$ cat src/rtl/wb_port_arbiter.sv
// Writeback port arbiter: shares the regfile write port between the ALU and the LSU
// with round-robin on contention, and keeps a pending-destination scoreboard for decode.
module wb_port_arbiter #(
  parameter int XLEN  = 32,
  parameter int CNT_W = 16
) (
  input  logic             clk,
  input  logic             rst,
  input  logic             iss_valid,
  input  logic [4:0]       iss_rd,
  output logic             iss_stall,
  input  logic [4:0]       rn1,
  input  logic [4:0]       rn2,
  output logic             busy1,
  output logic             busy2,
  input  logic             req0_valid,
  input  logic [4:0]       req0_rd,
  input  logic [XLEN-1:0]  req0_wd,
  output logic             req0_ready,
  input  logic             req1_valid,
  input  logic [4:0]       req1_rd,
  input  logic [XLEN-1:0]  req1_wd,
  output logic             req1_ready,
  output logic             we,
  output logic [4:0]       wn,
  output logic [XLEN-1:0]  wd,
  output logic [CNT_W-1:0] conflict_cnt
);

  typedef enum logic {
    PREF_ALU = 1'b0,
    PREF_LSU = 1'b1
  } pref_t;

  pref_t            rr_ptr;
  logic [31:0]      pending;
  logic [31:0]      pending_nxt;
  logic             both_valid;
  logic             grant_any;
  logic [4:0]       grant_rd;
  logic [XLEN-1:0]  grant_wd;
  logic             iss_set;

  assign both_valid = req0_valid && req1_valid;

  // Ready is a pure function of the valids and rr_ptr, so a requester may not
  // wait on its own ready before asserting valid.
  assign req0_ready = req0_valid && (!req1_valid || (rr_ptr == PREF_ALU));
  assign req1_ready = req1_valid && (!req0_valid || (rr_ptr == PREF_LSU));

  assign grant_any = req0_ready || req1_ready;
  assign grant_rd  = req1_ready ? req1_rd : req0_rd;
  assign grant_wd  = req1_ready ? req1_wd : req0_wd;

  assign iss_stall = iss_valid && pending[iss_rd];
  assign iss_set   = iss_valid && !iss_stall && (iss_rd != 5'd0);
  assign busy1     = (rn1 != 5'd0) && pending[rn1];
  assign busy2     = (rn2 != 5'd0) && pending[rn2];

  always_comb begin
    // NOTE: default assignment first so every path drives pending_nxt (no latch).
    pending_nxt = pending;
    if (grant_any) pending_nxt[grant_rd] = 1'b0;
    // Issue is applied after the clear so a same-index set wins.
    if (iss_set) pending_nxt[iss_rd] = 1'b1;
    pending_nxt[0] = 1'b0;
  end

  always_ff @(posedge clk) begin
    if (rst) begin
      // NOTE: sequential state uses non-blocking assignments only.
      pending      <= '0;
      we           <= 1'b0;
      wn           <= '0;
      wd           <= '0;
      rr_ptr       <= PREF_ALU;
      conflict_cnt <= '0;
    end else begin
      pending <= pending_nxt;
      we      <= grant_any && (grant_rd != 5'd0);
      if (grant_any) begin
        wn <= grant_rd;
        wd <= grant_wd;
      end
      if (both_valid) begin
        rr_ptr <= (rr_ptr == PREF_ALU) ? PREF_LSU : PREF_ALU;
        if (conflict_cnt != '1) conflict_cnt <= conflict_cnt + 1'b1;
      end
    end
  end

endmodule
$ cat config.mk
export PLATFORM = sky130hd
export DESIGN_NAME = wb_port_arbiter
export DESIGN_NICKNAME = d
export VERILOG_FILES = /design/src/rtl/wb_port_arbiter.sv
export SDC_FILE = /design/constraint.sdc
export NUM_CORES = 1
export LEC_CHECK = 0
export CORE_MARGIN = 2
export CORE_UTILIZATION = 45
export CTS_BUF_LIST = sky130_fd_sc_hd__clkbuf_8
export CTS_CLUSTER_DIAMETER = 40
export DETAILED_ROUTE_END_ITERATION = 10
export PLACE_DENSITY_LB_ADDON = 0.1
export SETUP_SLACK_MARGIN = 0.05
export SLEW_MARGIN = 20
export SYNTH_ARGS = -nofsm -noshare
export SYNTH_HDL_FRONTEND = slang
export SYNTH_SLANG_ARGS = --single-unit
$ cat constraint.sdc
create_clock -name clk -period 6.5 [get_ports clk]
set_input_delay 0.975 -clock clk [delete_from_list [all_inputs] [get_ports clk]]
set_output_delay 0.975 -clock clk [all_outputs]
set_load 0.02 [all_outputs]
==> metrics.md <==
| Metric | Value |
|---|---|
| Status | `finished, final reports clean` |
| Worst Max-Slew Pin Slew | `roughly 0.98 ns` |
| CP max stage delay | `0.97 ns` |
| Most instantiated cells after synthesis | `nand2_1, dfxtp_1, nor2_1` |
| Total GRT Usage | `26.1%` |
| Gpl congestion | `just over 0.9` |
| Pre-antenna DRT Iters | `5` |
| Synthesized area per cell | `8.74 um2` |
| Leak Pwr | `2.18 nW` |
| Die area | `11,200 um2` |
| Pwr per Cell Area | `192 nW/um2` |
| Max-slew violations | `0` |
| Compound-Gate Fraction of Synth Area | `between 20% and 30%` |
| Post-cts resize count | `0` |
| Arrival time worst endpoint | `about 3.7 ns` |
| Largest net degree at the start of global routing | `71` |
| Final instance area | `6430 um2` |
| Register area share after synthesis | `36.9%` |
| Overall power consumption | `1.24 mW` |
| Mux cell area share after synthesis | `13.4%` |
| Die H | `106 um` |
| Min Tclk post-route | `4.68 ns` |
| Critical-path cell with the highest stage delay | `clkdlybuf4s50_1` |
| Top-count cell post-synth | `nand2_1` |
| Antenna cells | `0` |
| Fin. Hold Viols | `0` |
| Area leader, netlist | `dfxtp_1` |
| F_max | `214 MHz` |
| Hold wc startpoint | `wd[3]` |
| Initial Util | `45.8%` |
| Met3 WL | `1.22 mm` |
| Initial detailed-routing violation count | `between 300 and 400` |
| IO Pins | `between 150 and 200` |
| Largest family of logic cells by synthesized area | `simple AND/OR/NAND/NOR gates` |
| Max_slew headroom | `34.3%` |
| Root Buffer | `clkbuf_8` |
| Adder-cell area share of the yosys netlist | `0.268%` |
| WL/cell | `17.9 um` |
| Setup CP Type | `in2out` |
| Worst Hold Class | `reg2reg` |
| Final Setup Violations | `0` |
| Yosys top cell area share | `a little under two fifths` |
| Synth Cell Area | `around 4700 um2` |
| DRC | `0` |
| Hold buffer count at cts | `0` |
| Final worst-path cycle share | `72.0%` |
| Floorplan core area | `10,200 um2` |
| Cell Area, Placed | `~6200 um2` |
| XOR/XNOR share of the synthesized area | `under 10%` |
| Uppermost layer routed | `met4` |
| Post-Synthesis Cells | `between 500 and 600` |
| Via/cell ratio | `5.97` |
| Row cnt | `37` |
| Max_cap viols | `0` |
| Setup bufs post-CTS | `0` |
| CP required | `about 5.5 ns` |
| Cell repeated most along the worst path | `clkdlybuf4s50_1` |
| Synth Warn # | `0` |
| Number of synthesized flops with an enable pin | `0` |
| Setup TNS Final | `0 ns` |
| Net count of the mapped netlist | `629` |
| Met2 WL post-DR | `6.96 mm` |
| Crit path cell chain | `clkdlybuf4s50_1 -> mux2i_1 -> o22ai_1 -> a211oi_2 -> a41oi_1 -> clkdlybuf4s50_1` |
| Skew final | `0.0145 ns` |
| Latest clock arrival within the worst-skew pair | `0.37 ns` |
| Die Width | `approximately 110 um` |
| Proportion of layout cells with a drive suffix above 1 | `8.86%` |
| Final ANT Viol Nets | `0` |
| Clock tree from TritonCTS | `built` |
| Clock sink count | `86` |
| Fillers | `912` |
| PortBufs | `152` |
| Final net count | `757` |
| Synth Flop Type | `dfxtp_1` |
| Synth area leaders | `dfxtp_1, mux4_2, nand2_1` |
| Crit path launch | `iss_rd[1]` |
| CP Capture Type | `primary output` |
| Area grow syn2layout | `37.7%` |
| Kind of start point of the critical path | `primary input` |
| Number of global-route vias before repair | `4,647` |
| CP Max Fanout | `20` |
| Clk buf depth | `2` |
| Detailed Place HPWL | `10.2 mm` |
| First-pass GRT wire length | `23.3 mm` |
| Final core area utilization | `63.1%` |
| Final Non-Filler Cells | `802` |
| Final wirelength | `14.4 mm` |
| Total grt overflow | `0` |
| Simple-gate share of the synthesized area | `23.0%` |
| Worst vdd ir | `roughly 0.16 mV` |
| Clock slew at reported path FFs | `roughly 0.08 ns` |
| CTS Buf Count | `9` |
| Ys async rst share | `0%` |
| Worst r2r src | `rr_ptr` |
| Yosys reg bits | `86` |
| Initial antenna violation count | `0` |
| Cells after DPL | `787` |
| # H-tree levels | `3` |
| M1 WL | `5.96 mm` |
| Netlist cell types | `63` |
| RSZ-0062 raised after global routing | `no` |
| Vias | `4,788` |
==> cells in the final DEF (no fill, tap or decap), types with 2 or more instances in the layout <==
cell,count
clkdlybuf4s50_1,151
nand2_1,96
dfxtp_1,86
nor2_1,58
a311oi_1,35
mux4_2,24
a21oi_1,23
nand3_1,19
nor3_1,14
xnor2_1,11
o31ai_1,11
clkbuf_8,11
o21ai_1,10
o311ai_0,9
inv_1,7
mux2i_1,6
o21ai_0,6
nor4_1,6
nor4b_1,5
nor2b_1,4
or3_1,4
nand4_1,4
a211oi_1,4
or3b_1,4
a32o_1,4
a31oi_1,3
o311ai_1,3
clkinv_4,3
buf_4,3
mux2_2,2
nor3b_1,2
or2_0,2
a32oi_2,2
or2_2,2
and3_1,2
==> worst paths after layout <==
check	end	slack (ns)	depth (start not counted)
worst max-delay path	iss_stall	1.82	6
worst min-delay path	wd[3]	0.49	2
worst max register to register	pending[23]	3.81	7
worst min register to register	wd[3]	0.49	2
==> cell families after synthesis <==
family,Yosys count
AND/OR/NAND/NOR,232
buffers and inverters,48
flip-flops,86
AO/OA/AOI/OAI,123
adder cells (fa/ha/maj),1
multiplexers,32
XOR/XNOR,12
==> power by group <==
| group | total, mW | internal (mW) | switching [mW] | leakage [nW] |
|---|---|---|---|---|
| Combinational | 0.267 | 0.129 | 0.139 | 1.38 |
| Clock | 0.400 | 0.199 | 0.202 | 0.106 |
| Sequential | 0.567 | 0.552 | 0.0158 | 0.704 |
==> registers in the layout (all words and copies together), names as in the netlist <==
name and flops:
we 1, wd 32, pending 31, conflict_cnt 16, rr_ptr 1, wn 5
==> worst max-delay path, delay by kind of cell <==
| family | cells | cell delay [ns] |
|---|---|---|
| buffers and inverters | 2 | 1.55 |
| multiplexers | 1 | 0.27 |
| AO/OA/AOI/OAI | 3 | 0.90 |
==> layer usage <==
layer / track usage (%) / vias up
met5: 0 / -
met4: 8.08 / 0
met3: 7.42 / 24
met2: 42.8 / 228
met1: 33.4 / 2278
li1: - / 2258
==> through the flow <==
stage / hold slack (ns) / setup slack [ns]
detailed placement: 0.473 / 1.86
global placement: 0.467 / 1.91
CTS: 0.491 / 1.85
global route: 0.515 / 1.69
floorplan: 0.459 / 3.03
finish: 0.487 / 1.82
==> area by class of cell <==
| class | instances | area, um2 | share of cell area [%] |
|---|---|---|---|
| Sequential cell | 86 | 1720 | 26.8 |
| Tap cell | 136 | 170 | 2.65 |
| Inverter | 10 | 38.8 | 0.603 |
| Timing Repair Buffer | 155 | 1540 | 23.9 |
| Clock inverter | 4 | 56.3 | 0.876 |
| Multi-Input combinational cell | 400 | 2750 | 42.8 |
| Clock buffer | 11 | 151 | 2.36 |
Note: power is estimated with default switching activity, not from simulation.
==> RTL edit 1 (same settings) <==
Set the parameter `CNT_W` to 12 (it was 16).
--- a/src/rtl/wb_port_arbiter.sv
+++ b/src/rtl/wb_port_arbiter.sv
@@ -4,3 +4,3 @@
   parameter int XLEN  = 32,
-  parameter int CNT_W = 16
+  parameter int CNT_W = 12
 ) (
Ports: changed (resized conflict_cnt); port bits go from 153 to 149. No check against the original RTL was run, so the function may have changed too.
==> RTL edit 1 against the unedited design <==
Setup slack got worse by 0.23 ns; area after synthesis decreased by 0.99%; power increased by 1.3%; synthesized cell count increased by 0.56%; cell area decreased by 1.4%; routed wire length increased by 0.37%; register-to-register slack about the same; die area decreased by 0.96%; global-route usage decreased by 0.53 points; highest routed layer unchanged; sequential cell count decreased by 4; clock power increased by 9.5%.
==> RTL edit 1: results (changes against the unedited design) <==
outcome=finished clean; synth top area cells=dfxtp_1, mux4_2, nand2_1; ys async rst share=0% (unchanged); # port buffers=148 (-2.6%); sw frac=29.6% (+0.77 points); Setup Buffers After CTS=0 (unchanged); DP Area=6100 µm² (-1.9%); final worst clock skew=0.0201 ns (+0.00555 ns); clk slew on worst S/H paths=0.11 ns (+0.03 ns); Peak supply drop=138 µV (-12%); Critical Path AT=3.93 ns (+0.23 ns); Detailed Place HPWL=10400 µm (+2.2%); RD Place Congestion=0.928 (+1.9%); CTS buffer count=9 (unchanged); first-pass GRT wire length=22900 µm (-1.9%); GRT Total Usage=25.6% (-0.53 points); drt pass-1 iters=4 (-1); CTS max path bufs=2 (unchanged); Reg2Reg Depth=7 (unchanged); Static Leak=2.22 nW (+1.6%); diode count=0 (unchanged); Slew @ Worst Pin=0.884 ns (-0.0915 ns); latest clock arrival within the worst-skew pair=0.36 ns; Crit Path Max Fanout=20 (unchanged); routed vias=4733 (-1.1%); share of cells above drive strength 1=9.79% (+0.93 points); WL/cell=18.1 µm (+1.0%); syn nets=632 (+0.48%); pin count of the biggest net entering global routing=75 (+5.6%); total gr overflow=0 (unchanged); Ys Warns=0 (unchanged); number of library cell types mapped by synthesis=60 (-4.8%); ys flop type=dfxtp_1; antenna violations before repair=0 (unchanged); nets=754 (-0.40%); Root Buffer=clkbuf_8; Starting DRT DRC Count=283 (-28%); # H-tree levels=3 (unchanged); biggest regs=wd: 32 flops, pending: 31 flops, conflict_cnt: 12 flops; vias in the first global route=4602 (-0.97%); hold crit path type=reg2reg; CTS resizes=0 (unchanged); Seq/Total Area, Yosys=35.5% (-1.4 points); top cells by count, synth=nand2_1, dfxtp_1, nor2_1, a311oi_1; WHS Path Cells=2 (unchanged)
==> RTL edit 1: path summary, 6_finish.rpt <==
path                 end  slack, ns  startpoint
max            iss_stall       1.59   iss_rd[1]
max reg2reg  pending[20]       3.82      rr_ptr
min               wd[12]       0.50      wd[12]
min reg2reg       wd[12]       0.50      wd[12]
==> RTL edit 1: area by class of cell <==
| cell class | instances | area (µm²) |
|---|---|---|
| Clock buffer | 9 | 124 |
| Clock inverter | 7 | 108 |
| Fill cell | 857 | 3530 |
| Inverter | 11 | 41.3 |
| Multi-Input combinational cell | 404 | 2760 |
| Sequential cell | 82 | 1640 |
| Tap cell | 133 | 166 |
| Timing Repair Buffer | 151 | 1500 |
==> RTL edit 1: metrics by stage <==
step                      total power, W  instances  util, %  hold WS (ns)  setup WS [ns]
after floorplan                 0.000692        537        -         0.462           3.22
after CTS                        0.00126        797     64.2         0.504           1.61
after detailed placement        0.000823        781     61.9         0.490           1.64
final                            0.00125        797     64.2         0.500           1.59
after global placement          0.000818        781     61.9         0.485           1.67
after global routing             0.00131        797     64.2         0.514           1.46
==> RTL edit 1: logic make-up (layout without fill, tap and decap cells) <==
group / after synthesis / after routing / synth area share (%)
muxes: 35 / 35 / 12.6
adders and majority gates: 1 / 1 / 0.271
buffers and inverters: 51 / 178 / 4.85
DFF: 82 / 82 / 35.5
AOI/OAI and AO/OA: 142 / 142 / 23.2
xor gates and xnor gates: 8 / 8 / 1.52
and+or+nand+nor: 218 / 218 / 22.0
==> RTL edit 1: critical path, cell delays in order <==
cell and delay (ns):
clkdlybuf4s50_1 1.01, mux2_2 0.41, and3_4 0.20, a311oi_2 0.32
o211ai_1 0.14, o31a_1 0.33, clkdlybuf4s50_1 0.54
==> RTL edit 1: layer usage <==
layer  wire length, µm  vias to the layer above  GRT usage [%]
li1                  -                     2243              -
met1              5930                     2270           32.3
met2              7110                      190           43.0
met3              1080                       30           5.50
met4               311                        0           8.95
met5                 0                        -              0
==> RTL edit 1: power by group through the flow <==
stage          sequential (W)  combinational (W)  clock (W)
6_report             0.000541           0.000272   0.000438
5_1_grt              0.000544           0.000293   0.000471
4_1_cts              0.000540           0.000273   0.000446
3_5_place_dp         0.000552           0.000271          0
3_3_place_gp         0.000551           0.000268          0
2_1_floorplan        0.000575           0.000118          0
==> RTL edit 2 (same flow settings) <==
Made on the original files. `pending` no longer has a reset.
--- a/src/rtl/wb_port_arbiter.sv
+++ b/src/rtl/wb_port_arbiter.sv
@@ -71,3 +71,2 @@
       // NOTE: sequential state uses non-blocking assignments only.
-      pending      <= '0;
       we           <= 1'b0;
@@ -78,3 +77,2 @@
     end else begin
-      pending <= pending_nxt;
       we      <= grant_any && (grant_rd != 5'd0);
@@ -91,2 +89,6 @@
 
+  always_ff @(posedge clk) begin
+    pending <= pending_nxt;
+  end
+
 endmodule
Check against the original RTL: not equivalent (a bounded check fails within 4 cycles, from zero or initial values and one cycle with rst high).
==> RTL edit 2 against the unedited design <==
Setup slack got worse by 0.083 ns; critical path depth increased by 1; sequential share of layout area increased by 0.16 points; power increased by 22%; routed wire length decreased by 3.9%; cell area decreased by 0.58%; core utilization decreased by 0.37 points; sequential cell count unchanged; area after synthesis decreased by 0.59%; register-to-register slack improved by 0.28 ns; final cell count decreased by 0.87%; largest cell class unchanged; largest power group unchanged; highest routed layer unchanged.
==> RTL edit 2: results (changes against the unedited design) <==
pin count of the biggest net entering global routing=73 (+2.8%); synth top area cells=dfxtp_1, nand2_1, a311oi_1; outcome=finished clean; latest clock arrival within the worst-skew pair=0.35 ns (-0.02 ns); Reg2Reg Depth=5 (-2); WL/cell=17.4 µm (-3.0%); vias in the first global route=4489 (-3.4%); DP Area=6180 µm² (-0.64%); Static Leak=2.36 nW (+8.3%); multi-input gates=395 (-1.3%); met3 GRT Util=6.49% (-0.93 points); Seq/Total Area, Yosys=37.1% (+0.22 points); max_slew headroom=30.4% (-4.0 points); clock group share of total power=25.8% (-6.6 points); WL met1=5680 µm (-4.8%); wire length on met3=1110 µm (-9.0%); mux cell area share after synthesis=15.1% (+1.7 points); Comb pwr share=28.0% (+6.3 points); met1 GRT Util=31.0% (-2.4 points); Layout Cells excl Fill=795 (-0.87%); RD Place Congestion=0.900 (-1.1%); worst min-delay path startpoint=wn[0]; number of library cell types mapped by synthesis=54 (-14%); filler cell count=913 (+0.11%); sw frac=31.2% (+2.3 points); Synth Area in XOR/XNOR=2.83% (+0.58 points); syn nets=619 (-1.6%); met2 wire length=6660 µm (-4.3%); Clock buffers and inverters, area share=3.29% (+0.058 points); Critical Path AT=3.79 ns (+0.09 ns); Reg-to-Reg End=we; Inverters, non-clock=7 (-3); GRT Total Usage=24.7% (-1.4 points); slowest cell delay on critical path=1.03 ns (+0.06 ns); top cells by count, synth=dfxtp_1, nand2_1, nor2_1, a311oi_1, o31ai_1; final worst clock skew=0.00930 ns (-0.00520 ns); area of the multi-input gates=2720 µm² (-1.0%); M2 GR Usage=39.9% (-2.9 points)
[RTL edit 2: cell count changes after synthesis, moves of 6 or more]
| cell | delta |
|---|---|
| nand3b_1 | +6 |
| nand3_1 | -8 |
| o21ai_0 | +23 |
| mux4_1 | +10 |
| o31ai_1 | +23 |
| nor3_1 | -12 |
| a21oi_1 | -18 |
| buf_1 | -8 |
| mux4_2 | -16 |
| buf_2 | +10 |
| xor2_1 | +8 |
| mux2i_1 | +11 |
| o311ai_0 | -7 |
| nand2_1 | -11 |
[RTL edit 2: worst min-delay path, cell delays in order (launching register included)]
cell and delay, ns:
dfxtp_1 0.32, nand2_1 0.05, a21oi_1 0.05
[RTL edit 2: per-stage QoR]
step                      util, %  hold WS [ns]  total power, W  worst slack, ns
after floorplan                 -         0.453        0.000933             3.13
after global placement       60.7         0.445         0.00112             1.75
after detailed placement     60.7         0.457         0.00113             1.78
after CTS                    62.7         0.471         0.00152             1.76
after global routing         62.7         0.498         0.00159             1.59
final                        62.7         0.463         0.00151             1.74
